===== src/rtl/d_pipe_stage.sv =====
// One elastic pipeline stage: a data register plus its valid bit.
// Load takes priority over clear so a stage that hands its word on and
// receives a new one in the same cycle stays valid.
module d_pipe_stage #(
    parameter int               WIDTH     = 8,
    parameter logic [WIDTH-1:0] RESET_VAL = {WIDTH{1'b0}}
) (
    input  logic             clk,
    input  logic             rst,
    input  logic             load,
    input  logic             clear,
    input  logic [WIDTH-1:0] d,
    output logic [WIDTH-1:0] q,
    output logic             v
);

    logic [WIDTH-1:0] data_d, data_q;
    logic             valid_d, valid_q;

    // Next-state: load new data, or drop the valid bit; data of an empty stage holds.
    always_comb begin
        data_d  = data_q;
        valid_d = valid_q;
        if (load) begin
            data_d  = d;
            valid_d = 1'b1;
        end else if (clear) begin
            valid_d = 1'b0;
        end
    end

    // Stage registers with synchronous reset.
    always_ff @(posedge clk) begin
        if (rst) begin
            data_q  <= RESET_VAL;
            valid_q <= 1'b0;
        end else begin
            data_q  <= data_d;
            valid_q <= valid_d;
        end
    end

    assign q = data_q;
    assign v = valid_q;

endmodule


===== src/rtl/d_pipe_reg.sv =====
// WIDTH-bit, DEPTH-stage elastic register pipeline with valid/ready on both
// ends, a global enable hold, and bubble collapse. Stage 0 is the input end,
// stage DEPTH-1 drives q; qbar is taken from the same register.
module d_pipe_reg #(
    parameter int               WIDTH     = 8,
    parameter int               DEPTH     = 4,
    parameter logic [WIDTH-1:0] RESET_VAL = {WIDTH{1'b0}}
) (
    input  logic                       clk,
    input  logic                       rst,
    input  logic                       enable,
    input  logic [WIDTH-1:0]           d,
    input  logic                       d_valid,
    output logic                       d_ready,
    output logic [WIDTH-1:0]           q,
    output logic [WIDTH-1:0]           qbar,
    output logic                       q_valid,
    input  logic                       q_ready,
    output logic [$clog2(DEPTH+1)-1:0] count
);

    localparam int CNT_W = $clog2(DEPTH+1);

    logic [DEPTH-1:0]            v;
    logic [DEPTH-1:0]            adv;
    logic [DEPTH-1:0]            load;
    logic [DEPTH-1:0]            clear;
    logic [DEPTH-1:0][WIDTH-1:0] data;
    logic [DEPTH-1:0][WIDTH-1:0] din;
    logic                        in_xfer;
    logic                        out_xfer;
    logic [CNT_W-1:0]            count_d, count_q;

    // Advance chain, resolved from the output end back towards the input.
    always_comb begin
        adv            = '0;
        adv[DEPTH-1]   = enable && v[DEPTH-1] && q_ready;
        for (int i = DEPTH - 2; i >= 0; i--) begin
            adv[i] = enable && v[i] && (!v[i+1] || adv[i+1]);
        end
    end

    // Input side handshake; stage 0 frees up when empty or when it advances.
    always_comb begin
        d_ready  = enable && (!v[0] || adv[0]);
        in_xfer  = d_valid && d_ready;
        out_xfer = adv[DEPTH-1];
    end

    generate
        for (genvar gi = 0; gi < DEPTH; gi++) begin : g_stage
            if (gi == 0) begin : g_first
                assign load[gi] = in_xfer;
                assign din[gi]  = d;
            end else begin : g_rest
                assign load[gi] = adv[gi-1];
                assign din[gi]  = data[gi-1];
            end
            assign clear[gi] = adv[gi] && !load[gi];

            d_pipe_stage #(
                .WIDTH     (WIDTH),
                .RESET_VAL (RESET_VAL)
            ) u_stage (
                .clk   (clk),
                .rst   (rst),
                .load  (load[gi]),
                .clear (clear[gi]),
                .d     (din[gi]),
                .q     (data[gi]),
                .v     (v[gi])
            );
        end
    endgenerate

    // Occupancy: incremented on accept, decremented on deliver.
    always_comb begin
        count_d = count_q + CNT_W'(in_xfer) - CNT_W'(out_xfer);
    end

    // Occupancy register with synchronous reset.
    always_ff @(posedge clk) begin
        if (rst) begin
            count_q <= '0;
        end else begin
            count_q <= count_d;
        end
    end

    assign q       = data[DEPTH-1];
    assign qbar    = ~data[DEPTH-1];
    assign q_valid = v[DEPTH-1];
    assign count   = count_q;

endmodule


===== config.mk =====
export PLATFORM = sky130hd
export DESIGN_NAME = d_pipe_reg
export DESIGN_NICKNAME = d
export VERILOG_FILES = /design/src/rtl/d_pipe_stage.sv /design/src/rtl/d_pipe_reg.sv
export SDC_FILE = /design/constraint.sdc
export NUM_CORES = 1
export LEC_CHECK = 0
export ABC_AREA = 1
export ABC_CLOCK_PERIOD_IN_PS = 3700
export BUFFER_PORTS_ARGS = -buffer_cell sky130_fd_sc_hd__buf_2
export CAP_MARGIN = 20
export CORE_ASPECT_RATIO = 0.6
export CORE_MARGIN = 2
export CORE_UTILIZATION = 45
export DETAILED_ROUTE_END_ITERATION = 10
export GPL_ROUTABILITY_DRIVEN = 1
export PLACE_DENSITY = 0.71
export SLEW_MARGIN = 10
export SYNTH_ARGS = -nofsm -noshare
export SYNTH_HDL_FRONTEND = slang
export SYNTH_HIERARCHICAL = 1
export SYNTH_SLANG_ARGS = --single-unit

===== constraint.sdc =====
create_clock -name clk -period 3.7 [get_ports clk]
set_input_delay 0.74 -clock clk [delete_from_list [all_inputs] [get_ports clk]]
set_output_delay 0.74 -clock clk [all_outputs]
set_load 0.05 [all_outputs]

==> run metrics <==
Layout Skew 6.83 ps; worst setup path start q_ready; clk sinks 39; clock root buffer clkbuf_8; max cap viols 0; Hold Slack 482 ps; Hold Buf Count CTS 0; Reg-to-Reg Start g_stage[3].u_stage/v; most frequent cells in the layout nor2_1, dfxtp_1, buf_2; Initial Util 0.468; core box area 0.00322 sq mm; Avg WL per Cell around 9.9 um; Crit Path Max Fanout 4; number of port buffers 33; wirelength, routed 2850 um; Avg Vias per Cell 4.58; antenna-violating nets left 0; I/O pin total 34; Cell Rows 16; Max VDD drop 0.276 mV; die area 0.00384 sq mm; main area contributors after synthesis dfxtp_1, nor2_1, o21ai_0, inv_1, nand2_1; initial antenna violation count 0; total setup buffers inserted after CTS 0; cts repair resizes 0; pin count of the biggest net entering global routing 14; Worst Path Required 2960 ps; crit path to d_ready; H-tree depth 2; sequential share of the synthesized area 0.518; Synth top area share 0.518; leakage 0.000949 uW; power per standard cell area 515 mW/mm^2; Inserted Clock Buffers 5; syn nets 219; Die Ht 48.8 um; hold depth 2; DP HPWL 2080 um; Overflow after GRT 0; Post-Synthesis Cells a little over 200; Hold Path Class flop to flop; FFs w/ async S/R, synth 0; ys flop type dfxtp_1; setup TNS 0 ps; vias in the first global route around 1200; Unique masters post-synth 14; min Tclk post-route 2260 ps; period utilisation layout 0.611; gpl congestion 0.724; DRC errors left 0; Die X approximately 79 um; Reg2Reg Depth 13; CTS tree done; CP arrival 1520 ps; Final #Nets around 260; commonest non-fill, non-tap cell in the layout nor2_1; RR Endpoint count[2]; latest clock arrival within the worst-skew pair 300 ps; Post-Syn Area 0.00151 sq mm; Ant. Diodes 0; Startpoint Class primary input; Synth warnings 6; Tot GR Track Use 0.171; RSZ-0062 raised after global routing no; setup violators final 0; Longest Clk Path Bufs 2; worst slew pin tran 568 ps; Slew headroom 0.620; Via Count 1323; critical path class primary input to primary output; endpoint class of the critical path primary output; Post-synth EDFFs 0; Max Clock Freq 443 MHz; global-route wire length before repair slightly below 5000 um; Final Hold Fails 0; R2R Setup Slk 1600 ps; synth-to-layout area growth 23.7%; first-pass detailed-route iteration total 4; synthesized flop and latch total 39; Max Transition Viols Final 0; clk slew on worst S/H paths 70 ps; Yosys top cell by area dfxtp_1; Iter 0 DRT Violations 40; share of layout cells above drive strength 1 0.205; Avg Cell Area, Syn 7.43 sq um; status complete, no violations
-- cell usage after synthesis (2+ instances only) --
cell / number
inv_2: 4
nor2_1: 73
ha_1: 2
a21oi_2: 4
nand3_1: 4
inv_1: 29
o21ai_0: 32
dfxtp_1: 39
nand2_1: 11
-- layout make-up --
cell class	count	area [sq um]
sequential	39	781
fill	327	1360
clock inverter	3	67.6
multi-input combinational	131	603
clock buffer	5	68.8
tap	45	56.3
inverter	33	124
timing repair buffer	33	165
-- critical path, stage by stage --
cell	delay (ps)
buf_2	100
nor2_1	190
nand4_1	130
nand2_1	120
inv_1	40
buf_2	200
-- per-stage QoR --
stage               power [uW]  setup slack [ps]  cell area, sq um  utilization  std cells
floorplan                  522              1370              1510            -        203
global placement           547              1210              1730        0.536        281
detailed placement         548              1130              1730        0.536        281
CTS                        970              1440              1870        0.579        289
global route              1010              1270              1870        0.579        289
finish                     960              1440              1870        0.579        289
-- layer usage --
layer | share of wire | GRT usage | wire [um] | vias up
met5 | 0 | 0 | 0 | -
met2 | 0.37 | 0.226 | 1060 | 28
li1 | - | - | - | 704
met3 | 0.056 | 0.0704 | 159 | 7
met1 | 0.55 | 0.235 | 1560 | 584
met4 | 0.024 | 0.0965 | 68 | 0
-- flip-flops by register name (all words and copies together) (netlist names) --
| name | count |
|---|---|
| count | 3 |
| g_stage.u_stage/v | 4 |
| g_stage.u_stage/q | 32 |
-- worst min path at each step --
stage,slack [ps],start,endpoint
detailed placement,470,g_stage[2].u_stage/q[3],g_stage[3].u_stage/q[3]
CTS,490,g_stage[2].u_stage/q[3],g_stage[3].u_stage/q[3]
global placement,460,g_stage[2].u_stage/q[7],g_stage[3].u_stage/q[7]
finish,480,g_stage[2].u_stage/q[3],g_stage[3].u_stage/q[3]
floorplan,450,g_stage[0].u_stage/q[0],g_stage[1].u_stage/q[0]
global route,500,g_stage[0].u_stage/q[0],g_stage[1].u_stage/q[0]
-- report_power, final --
part / total, uW / internal, uW / switching, uW
Clock: 422 / 269 / 153
Sequential: 451 / 440 / 10.9
Combinational: 87.6 / 24.9 / 62.7
-- logic make-up after synthesis --
kind of cell | Yosys count | share of synthesized area
compound gates | 36 | 0.129
xor+xnor | 1 | 0.00581
fa+ha+maj | 3 | 0.0299
buf+inv | 33 | 0.0822
flops | 39 | 0.518
simple gates | 91 | 0.235
Power figures use the tool's default switching activity.
